$ cat src/rtl/pipeline_hazard_controller_if.sv
// Decode-stage bundle between the datapath and the hazard controller.
//
// There is no valid/ready handshake on this bundle. The decode fields are
// sampled every cycle, and useRsD/useRtD/regWriteD act as the qualifiers. The
// controller outputs are combinational responses to those fields in the same
// cycle.
//
// Modport master (datapath side): drives rsD, rtD, useRsD, useRtD, regWriteD,
//                                 mem2RegD, writeRegD, branchD and eq;
//                                 receives fad, fbd, stallF, stallD, flushD,
//                                 flushE and pcSrc.
// Modport slave (controller side): the mirror image of master.
interface pipeline_hazard_controller_if;
  logic [4:0] rsD;
  logic [4:0] rtD;
  logic       useRsD;
  logic       useRtD;
  logic       regWriteD;
  logic       mem2RegD;
  logic [4:0] writeRegD;
  logic       branchD;
  logic       eq;
  logic [1:0] fad;
  logic [1:0] fbd;
  logic       stallF;
  logic       stallD;
  logic       flushD;
  logic       flushE;
  logic       pcSrc;

  modport master (
    output rsD, rtD, useRsD, useRtD, regWriteD, mem2RegD, writeRegD, branchD, eq,
    input  fad, fbd, stallF, stallD, flushD, flushE, pcSrc
  );

  modport slave (
    input  rsD, rtD, useRsD, useRtD, regWriteD, mem2RegD, writeRegD, branchD, eq,
    output fad, fbd, stallF, stallD, flushD, flushE, pcSrc
  );
endinterface

$ cat src/rtl/pipeline_hazard_controller.sv
// Hazard and sequencing controller for the five-stage datapath.
//
// The controller keeps a shadow scoreboard of the E, M and WB stages. From
// that scoreboard it drives the decode-stage forward selects, inserts load-use
// stalls and resolves branches in decode. It also keeps saturating counters of
// stall cycles and flush cycles.
//
// Ports:
//   clk, rst    clock and asynchronous active-high reset
//   hz          decode bundle (slave modport): D fields in, hazard controls out
//   stallCnt    number of cycles with stallD=1, saturating at all-ones
//   flushCnt    number of cycles with flushD=1, saturating at all-ones
//   dbg_shadow  shadow scoreboard {WB, M, E}. Each stage is 8 bits wide:
//               {vld, regWrite, mem2Reg, writeReg[4:0]}
module pipeline_hazard_controller #(
  parameter int CNT_W = 16
) (
  input  logic                         clk,
  input  logic                         rst,
  pipeline_hazard_controller_if.slave  hz,
  output logic [CNT_W-1:0]             stallCnt,
  output logic [CNT_W-1:0]             flushCnt,
  output logic [23:0]                  dbg_shadow
);

  typedef struct packed {
    logic       vld;
    logic       reg_write;
    logic       mem2reg;
    logic [4:0] write_reg;
  } stage_t;

  localparam logic [CNT_W-1:0] CNT_MAX = {CNT_W{1'b1}};
  localparam logic [CNT_W-1:0] CNT_ONE = {{(CNT_W-1){1'b0}}, 1'b1};

  stage_t e_q, e_d, m_q, m_d, wb_q, wb_d;
  logic [CNT_W-1:0] stall_cnt_q, stall_cnt_d, flush_cnt_q, flush_cnt_d;

  logic stall_raw, take_raw, stall, pc_src;
  logic [1:0] fad_raw, fbd_raw;

  // Register 0 is hard-wired, so a write to it never counts as a match.
  function automatic logic stage_writes(input stage_t s, input logic [4:0] r);
    return s.vld & s.reg_write & (s.write_reg == r) & (r != 5'd0);
  endfunction

  // The nearest producer wins. A load that is still in E has no data yet, so
  // its select is a don't-care (0) and the stall logic holds decode back
  // instead. A match in WB also selects 0, because the register file writes
  // before it reads.
  function automatic logic [1:0] fwd_sel(input stage_t e, input stage_t m,
                                         input logic [4:0] r, input logic use_r);
    if (!use_r)                  return 2'd0;
    else if (stage_writes(e, r)) return e.mem2reg ? 2'd0 : 2'd1;
    else if (stage_writes(m, r)) return m.mem2reg ? 2'd2 : 2'd3;
    else                         return 2'd0;
  endfunction

  always_comb begin
    stall_raw = (hz.useRsD & stage_writes(e_q, hz.rsD) & e_q.mem2reg) |
                (hz.useRtD & stage_writes(e_q, hz.rtD) & e_q.mem2reg);
    // When a stall and a taken branch coincide, the stall wins. The branch is
    // re-evaluated next cycle, once the load has moved to M.
    take_raw  = hz.branchD & hz.eq & ~stall_raw;
    fad_raw   = fwd_sel(e_q, m_q, hz.rsD, hz.useRsD);
    fbd_raw   = fwd_sel(e_q, m_q, hz.rtD, hz.useRtD);
    // While reset is held, every control output is forced inactive at once,
    // without waiting for a clock edge.
    stall     = stall_raw & ~rst;
    pc_src    = take_raw & ~rst;
  end

  assign hz.fad    = rst ? 2'd0 : fad_raw;
  assign hz.fbd    = rst ? 2'd0 : fbd_raw;
  assign hz.stallF = stall;
  assign hz.stallD = stall;
  assign hz.flushE = stall;
  assign hz.pcSrc  = pc_src;
  assign hz.flushD = pc_src;

  // E, M and WB never stall, so the shadow pipeline shifts every cycle. A
  // stalled decode enters E as a bubble.
  always_comb begin
    e_d  = stall_raw ? '0 : {1'b1, hz.regWriteD, hz.mem2RegD, hz.writeRegD};
    m_d  = e_q;
    wb_d = m_q;
    stall_cnt_d = stall_cnt_q;
    flush_cnt_d = flush_cnt_q;
    if (stall && (stall_cnt_q != CNT_MAX)) stall_cnt_d = stall_cnt_q + CNT_ONE;
    if (pc_src && (flush_cnt_q != CNT_MAX)) flush_cnt_d = flush_cnt_q + CNT_ONE;
  end

  always_ff @(posedge clk or posedge rst) begin
    if (rst) begin
      e_q         <= '0;
      m_q         <= '0;
      wb_q        <= '0;
      stall_cnt_q <= '0;
      flush_cnt_q <= '0;
    end else begin
      e_q         <= e_d;
      m_q         <= m_d;
      wb_q        <= wb_d;
      stall_cnt_q <= stall_cnt_d;
      flush_cnt_q <= flush_cnt_d;
    end
  end

  assign stallCnt   = stall_cnt_q;
  assign flushCnt   = flush_cnt_q;
  assign dbg_shadow = {wb_q, m_q, e_q};

endmodule

$ cat src/flat_wrapper.sv
// flat-port wrapper written by rule: the top's interface ports become plain ports
module pipeline_hazard_controller_flat 
#(
  parameter int CNT_W = 16
)
  (clk, rst, stallCnt, flushCnt, dbg_shadow, hz_rsD, hz_rtD, hz_useRsD, hz_useRtD, hz_regWriteD, hz_mem2RegD, hz_writeRegD, hz_branchD, hz_eq, hz_fad, hz_fbd, hz_stallF, hz_stallD, hz_flushD, hz_flushE, hz_pcSrc);
  pipeline_hazard_controller_if hz_i ();
  input  logic clk;
  input  logic rst;
  output logic [CNT_W-1:0] stallCnt;
  output logic [CNT_W-1:0] flushCnt;
  output logic [23:0] dbg_shadow;
  input wire logic [$bits(hz_i.rsD)-1:0] hz_rsD;
  input wire logic [$bits(hz_i.rtD)-1:0] hz_rtD;
  input wire logic [$bits(hz_i.useRsD)-1:0] hz_useRsD;
  input wire logic [$bits(hz_i.useRtD)-1:0] hz_useRtD;
  input wire logic [$bits(hz_i.regWriteD)-1:0] hz_regWriteD;
  input wire logic [$bits(hz_i.mem2RegD)-1:0] hz_mem2RegD;
  input wire logic [$bits(hz_i.writeRegD)-1:0] hz_writeRegD;
  input wire logic [$bits(hz_i.branchD)-1:0] hz_branchD;
  input wire logic [$bits(hz_i.eq)-1:0] hz_eq;
  output wire logic [$bits(hz_i.fad)-1:0] hz_fad;
  output wire logic [$bits(hz_i.fbd)-1:0] hz_fbd;
  output wire logic [$bits(hz_i.stallF)-1:0] hz_stallF;
  output wire logic [$bits(hz_i.stallD)-1:0] hz_stallD;
  output wire logic [$bits(hz_i.flushD)-1:0] hz_flushD;
  output wire logic [$bits(hz_i.flushE)-1:0] hz_flushE;
  output wire logic [$bits(hz_i.pcSrc)-1:0] hz_pcSrc;
  assign hz_i.rsD = hz_rsD;
  assign hz_i.rtD = hz_rtD;
  assign hz_i.useRsD = hz_useRsD;
  assign hz_i.useRtD = hz_useRtD;
  assign hz_i.regWriteD = hz_regWriteD;
  assign hz_i.mem2RegD = hz_mem2RegD;
  assign hz_i.writeRegD = hz_writeRegD;
  assign hz_i.branchD = hz_branchD;
  assign hz_i.eq = hz_eq;
  assign hz_fad = hz_i.fad;
  assign hz_fbd = hz_i.fbd;
  assign hz_stallF = hz_i.stallF;
  assign hz_stallD = hz_i.stallD;
  assign hz_flushD = hz_i.flushD;
  assign hz_flushE = hz_i.flushE;
  assign hz_pcSrc = hz_i.pcSrc;
  pipeline_hazard_controller #(.CNT_W(CNT_W)) u_core (.clk(clk), .rst(rst), .hz(hz_i), .stallCnt(stallCnt), .flushCnt(flushCnt), .dbg_shadow(dbg_shadow));
endmodule
$ cat config.mk
export PLATFORM = sky130hd
export DESIGN_NAME = pipeline_hazard_controller_flat
export DESIGN_NICKNAME = d
export VERILOG_FILES = /design/src/rtl/pipeline_hazard_controller_if.sv /design/src/rtl/pipeline_hazard_controller.sv /design/src/flat_wrapper.sv
export SDC_FILE = /design/constraint.sdc
export NUM_CORES = 1
export LEC_CHECK = 0
export ABC_AREA = 1
export BUFFER_PORTS_ARGS = -buffer_cell sky130_fd_sc_hd__buf_2
export CAP_MARGIN = 20
export CELL_PAD_IN_SITES_DETAIL_PLACEMENT = 1
export CELL_PAD_IN_SITES_GLOBAL_PLACEMENT = 1
export CORE_MARGIN = 2
export CORE_UTILIZATION = 38
export DETAILED_ROUTE_END_ITERATION = 6
export PLACE_DENSITY = 0.77
export SYNTH_ARGS = -nofsm -noshare
export SYNTH_HDL_FRONTEND = slang
export SYNTH_SLANG_ARGS = --single-unit
export TNS_END_PERCENT = 1
$ cat constraint.sdc
create_clock -name clk -period 3.4 [get_ports clk]
set_clock_uncertainty 0.1 [all_clocks]
set_input_delay 0.51 -clock clk [delete_from_list [all_inputs] [get_ports clk]]
set_output_delay 0.51 -clock clk [all_outputs]
set_load 0.01 [all_outputs]
==> results of run 1 <==
[stage by stage]
stage	hold WS (ns)	area (µm²)	instances	power, µW
3_3_place_gp	0.283	3650	577	952
6_report	0.296	3780	584	1460
2_1_floorplan	0.334	3170	396	873
4_1_cts	0.287	3780	584	1480
5_1_grt	0.306	3780	584	1530
3_5_place_dp	0.289	3650	577	965
[registers in the layout (all words and copies together), names as in the netlist]
| name | count |
|---|---|
| u_core.dbg_shadow | 24 |
| u_core.stallCnt | 16 |
| u_core.flushCnt | 16 |
[critical path, delay by kind of cell (launching register included)]
family | cells | cell delay, ns
simple gates | 5 | 0.90
xor+xnor | 1 | 0.22
flops | 1 | 0.45
buf+inv | 2 | 0.26
[kinds of logic after synthesis]
family | share of synthesized area
buf+inv | 0.0755
flops | 0.443
xor+xnor | 0.0996
simple gates | 0.370
fa+ha+maj | 0.00790
compound gates | 0.00395
[where the power goes]
group          switching, µW  internal, µW  leakage (µW)
registers               43.6           701      0.000714
logic                    123          79.2       0.00126
clock network            218           290     0.0000642
total                    385          1070       0.00204
[path summary, 6_finish.rpt]
kind                                                    to  cells after the start                            from  slack (ns)
setup / recovery                                 hz_stallF                      8  u_core.dbg_shadow[4]$_DFF_PP0_        0.64
hold / removal              u_core.dbg_shadow[3]$_DFF_PP0_                      3                 hz_writeRegD[3]        0.30
setup reg to reg            u_core.flushCnt[5]$_DFFE_PP0P_                      9  u_core.flushCnt[0]$_DFFE_PP0P_        1.22
hold reg to reg            u_core.dbg_shadow[14]$_DFF_PP0_                      0  u_core.dbg_shadow[6]$_DFF_PP0_        0.31
max in group asynchronous   u_core.stallCnt[1]$_DFFE_PP0P_                      3                             rst        2.19
min in group asynchronous   u_core.dbg_shadow[3]$_DFF_PP0_                      3                             rst        0.46
[per-layer routing]
layer / vias to the layer above / GRT usage
met3: 9 / 0.0229
li1: 1415 / -
met4: 0 / 0.0519
met5: - / 0
met2: 70 / 0.343
met1: 1417 / 0.252
[cell type report]
class	count	share of cell area
Clock inverter	2	0.0159
Sequential cell	56	0.371
Tap cell	105	0.0348
Inverter	40	0.0397
Clock buffer	5	0.0182
Multi-Input combinational cell	288	0.404
Timing Repair Buffer	88	0.117
[synth_stat cells]
cell        n  share of area
nand2_1   128           0.15
dfrtp_1    56           0.44
nor2_1     40          0.047
inv_1      39          0.046
nand3_1    34          0.054
xor2_1     19          0.053
nand4_1    17          0.034
xnor2_1    17          0.047
nor3_1      9          0.014
buf_4       5          0.012
buf_6       3          0.011
and2_1      2         0.0040
buf_2       2         0.0032
clkbuf_1    2         0.0024
ha_1        2         0.0079
nand4_2     2         0.0079
nand4_4     2          0.013
nor2_4      2         0.0071
a21oi_1     1         0.0016
and3_1      1         0.0020
inv_2       1         0.0012
nand2_2     1         0.0020
nand2_4     1         0.0036
nand3_2     1         0.0032
nand3_4     1         0.0055
nand3b_1    1         0.0024
nor2_2      1         0.0020
nor2_8      1         0.0063
nor3b_1     1         0.0024
nor3b_2     1         0.0040
nor4_1      1         0.0020
o21bai_1    1         0.0024
or2_0       1         0.0020
==> impl_metrics.yaml, run 1 <==
timing:
  hold_viol: 0
  min_period_ns: 2.76
  setup_slack_ns: 0.642
  tightest_slew_ns: 0.886
  max_freq_mhz: 363
  finalCritPeriodShare: 0.811
  slew_viol_final: 0
  grt_setup_unrepaired: "no"
  slew_headroom: 0.410
  setup_viol: 0
  finalSetupTns_ns: 0
worst_setup_path:
  crit_type: "reg -> out"
  crit_path_top_delay_cell: "dfrtp_1"
  end_kind: "output port"
  crit_arrival_ns: 2.15
  worst_setup_path_start_kind: "flop"
  worstPathMaxFanout: 27
  cp_common_cell: "nor2_1"
  cp.required_ns: 2.79
  crit_chain: "xnor2_1, nand2_1, nor2_1, nand4_2, nand2_4, inv_1, nor2_1, buf_2"
  slowest_delay_ns: 0.45
drt:
  wl_met2_um: 4210
  route.met3.wl_um: 314
  drc_errors: 0
  highest_layer: "met4"
  final_antenna_net_count: 0
  drtIter0Drc: 92
  first_pass_iters: 4
  vias_per_cell: 4.98
  wl_met1_um: 3840
  wirelength_um: 8490
  wl_per_cell_um: 14.5
  via_count: 2911
clock_tree:
  tritoncts: "done"
  clk_pin_slew_ns: 0.10
  numCtsBuffers: 5
  cts.repair.resized: 0
  postCtsSetupBuffers: 0
  clock_latency_ns: 0.31
  clkSinkCount: 56
  htreeDepth: 2
  cts_hold_buf: 0
  cts-root-buf: "clkbuf_8"
  clock_path_buffers: 2
floorplan:
  die-area_mm2: 0.00908
  coreArea_mm2: 0.00813
  die_w_um: 95.3
  floorplan.initialDensity: 0.389
  ioPinCount: 88
  fp.dieH_um: 95.3
  rows: 33
power_and_ir_drop:
  power_leakage_uw: 0.00204
  ir_drop_mv: 0.206
  p_per_area_mw_per_mm2: 385
synth:
  yosys_warnings: 0
  ys_seq_area_frac: 0.443
  synth_cells: 396
  synth_cell_types: 33
  avgSynthCellArea_um2: 7.99
  syn_nets: 421
  syn_area_mm2: 0.00317
  ys_ff_latch: 56
placed_design:
  dp.final_hpwl_um: 6480
  portBuffers: 87
  pre_cts_ws_ns: 0.777
  place_congestion: 0.827
grt:
  track_usage: 0.195
  gr-total-overflow: 0
  grt_first_pass_wirelength_um: 13900
  antenna_found_initial: 0
  grt_max_degree: 75
  grt_pass1_vias: 2960
layout:
  seq_area_mm2: 0.00140
  fin_nets: 504
  area_delta_synth_final_pct: 19.4
  drive_gt1_frac: 0.230
  final_cell_mix: "128 x nand2_1, 87 x buf_2, 56 x dfrtp_1"
  diodes: 0
  multiInputGateArea_mm2: 0.00153
  final_common_cell: "nand2_1"
  fillCellCount: 1050
  final_core_util: 0.465
status:
  status: "finished, final reports clean"
job:
  cap_violations: 0
min_path:
  hold_class: "in -> reg"
No activity file was read; power rests on OpenSTA's default activity.
==> inputs of run 2 (changes only) <==
clock period = 2.9 ns   (was 3.4 ns; I/O delays follow)
==> run 2 against run 1 <==
Against the previous run:
- sequential share of layout area is 0.15 points lower
- first-iteration DRC count down 12%
- die area unchanged
- core utilization rose by 0.18 points
- critical path type unchanged
- critical endpoint unchanged
==> impl_metrics.yaml, run 2 (synthesis gave the netlist of run 1 again) <==
status:
  status: "finished, final reports clean"
drt:
  via_count: 2901
  wirelength_um: 8520
  drtIter0Drc: 81
  first_pass_iters: 4
  wl_per_cell_um: 14.5
  final_antenna_net_count: 0
  vias_per_cell: 4.95
  drc_errors: 0
job:
  cap_violations: 0
grt:
  grt_pass1_vias: 2906
  track_usage: 0.194
  antenna_found_initial: 0
  grt_first_pass_wirelength_um: 13900
  grt_max_degree: 42
  gr-total-overflow: 0
clock_tree:
  htreeDepth: 2
  cts.repair.resized: 0
  clock_path_buffers: 2
  tritoncts: "done"
  numCtsBuffers: 5
  cts-root-buf: "clkbuf_8"
  clock_latency_ns: 0.31
  postCtsSetupBuffers: 0
  clkSinkCount: 56
  cts_hold_buf: 0
  clk_pin_slew_ns: 0.10
worst_setup_path:
  worst_setup_path_start_kind: "flop"
  crit_chain: "inv_1, nand2_1, nand2_1, nand2_1, nor2_1, nand4_2, nand2_4, inv_1, nor2_1, buf_2"
  worstPathMaxFanout: 13
  cp_common_cell: "nand2_1"
  cp.required_ns: 2.37
  end_kind: "output port"
  crit_type: "reg -> out"
  slowest_delay_ns: 0.44
  crit_path_top_delay_cell: "dfrtp_1"
  crit_arrival_ns: 2.06
timing:
  min_period_ns: 2.59
  slew_viol_final: 0
  finalCritPeriodShare: 0.895
  tightest_slew_ns: 0.503
  timing.hold.ws_ns: 0.0625
  grt_setup_unrepaired: "no"
  max_freq_mhz: 385
  hold_viol: 0
  setup_viol: 0
  finalSetupTns_ns: 0
  slew_headroom: 0.664
power_and_ir_drop:
  ir_drop_mv: 0.232
  swShare: 0.265
  power.net_switching_uw: 453
  p_seq_frac: 0.512
  power_leakage_uw: 0.00205
  internal_power_uw: 1260
  pwr-share-clk: 0.347
  p_per_area_mw_per_mm2: 450
  combPwrFrac: 0.141
layout:
  multiInputGateArea_mm2: 0.00153
  seq_area_mm2: 0.00140
  final_cell_mix: "128 x nand2_1, 87 x buf_2, 56 x dfrtp_1"
  diodes: 0
  drive_gt1_frac: 0.233
  fin_nets: 506
  largest_reg_flops: 24
  fillCellCount: 1053
  area_delta_synth_final_pct: 19.9
  final_common_cell: "nand2_1"
floorplan:
  coreArea_mm2: 0.00813
  rows: 33
  ioPinCount: 88
  die-area_mm2: 0.00908
  fp.dieH_um: 95.3
  floorplan.initialDensity: 0.389
  die_w_um: 95.3
placed_design:
  place_congestion: 0.817
  dp.final_hpwl_um: 6530
  portBuffers: 87
min_path:
  hold_class: "in -> async"
run 2: worst max-delay path, delay by kind of cell (launching register included):
family                 cells  cell delay [ns]
buffers and inverters      3             0.39
flip-flops                 1             0.44
AND/OR/NAND/NOR            7             0.93
run 2: power by group through the flow:
stage | combinational, µW | clock (µW) | sequential [µW]
global placement | 232 | 0 | 885
finish | 241 | 592 | 876
floorplan | 126 | 0 | 898
global route | 270 | 639 | 883
detailed placement | 243 | 0 | 891
CTS | 244 | 611 | 875
run 2: final timing paths:
kind | slack, ns | end | depth (start not counted) | from
min in group clk | 0.22 | u_core.dbg_shadow[6]$_DFF_PP0_ | 3 | hz_regWriteD
max in group asynchronous | 1.78 | u_core.flushCnt[14]$_DFFE_PP0P_ | 3 | rst
min | 0.06 | u_core.stallCnt[15]$_DFFE_PP0P_ | 2 | rst
min reg2reg | 0.30 | u_core.dbg_shadow[22]$_DFF_PP0_ | 0 | u_core.dbg_shadow[14]$_DFF_PP0_
max reg2reg | 0.71 | u_core.flushCnt[11]$_DFFE_PP0P_ | 9 | u_core.flushCnt[0]$_DFFE_PP0P_
max | 0.31 | hz_stallF | 10 | u_core.dbg_shadow[2]$_DFF_PP0_
run 2: layer usage:
metal / vias to the layer above / share of wire / global-route usage
li1: 1411 / - / -
met5: - / 0 / 0
met2: 60 / 0.48 / 0.332
met3: 7 / 0.036 / 0.0261
met1: 1423 / 0.47 / 0.263
met4: 0 / 0.0076 / 0.0399
run 2: area by class of cell:
cell class / instances / area share
Clock buffer: 5 / 0.0181
Clock inverter: 2 / 0.0158
Inverter: 40 / 0.0396
Multi-Input combinational cell: 288 / 0.402
Sequential cell: 56 / 0.369
Tap cell: 105 / 0.0346
Timing Repair Buffer: 90 / 0.121
run 2: metrics by stage:
step / instance area [µm²] / worst slack (ns) / cells / power, µW / util
floorplan: 3170 / 0.778 / 396 / 1020 / -
global placement: 3670 / 0.599 / 579 / 1120 / 0.451
detailed placement: 3670 / 0.523 / 579 / 1130 / 0.451
CTS: 3790 / 0.272 / 586 / 1730 / 0.467
global route: 3790 / 0.0988 / 586 / 1790 / 0.467
finish: 3790 / 0.306 / 586 / 1710 / 0.467
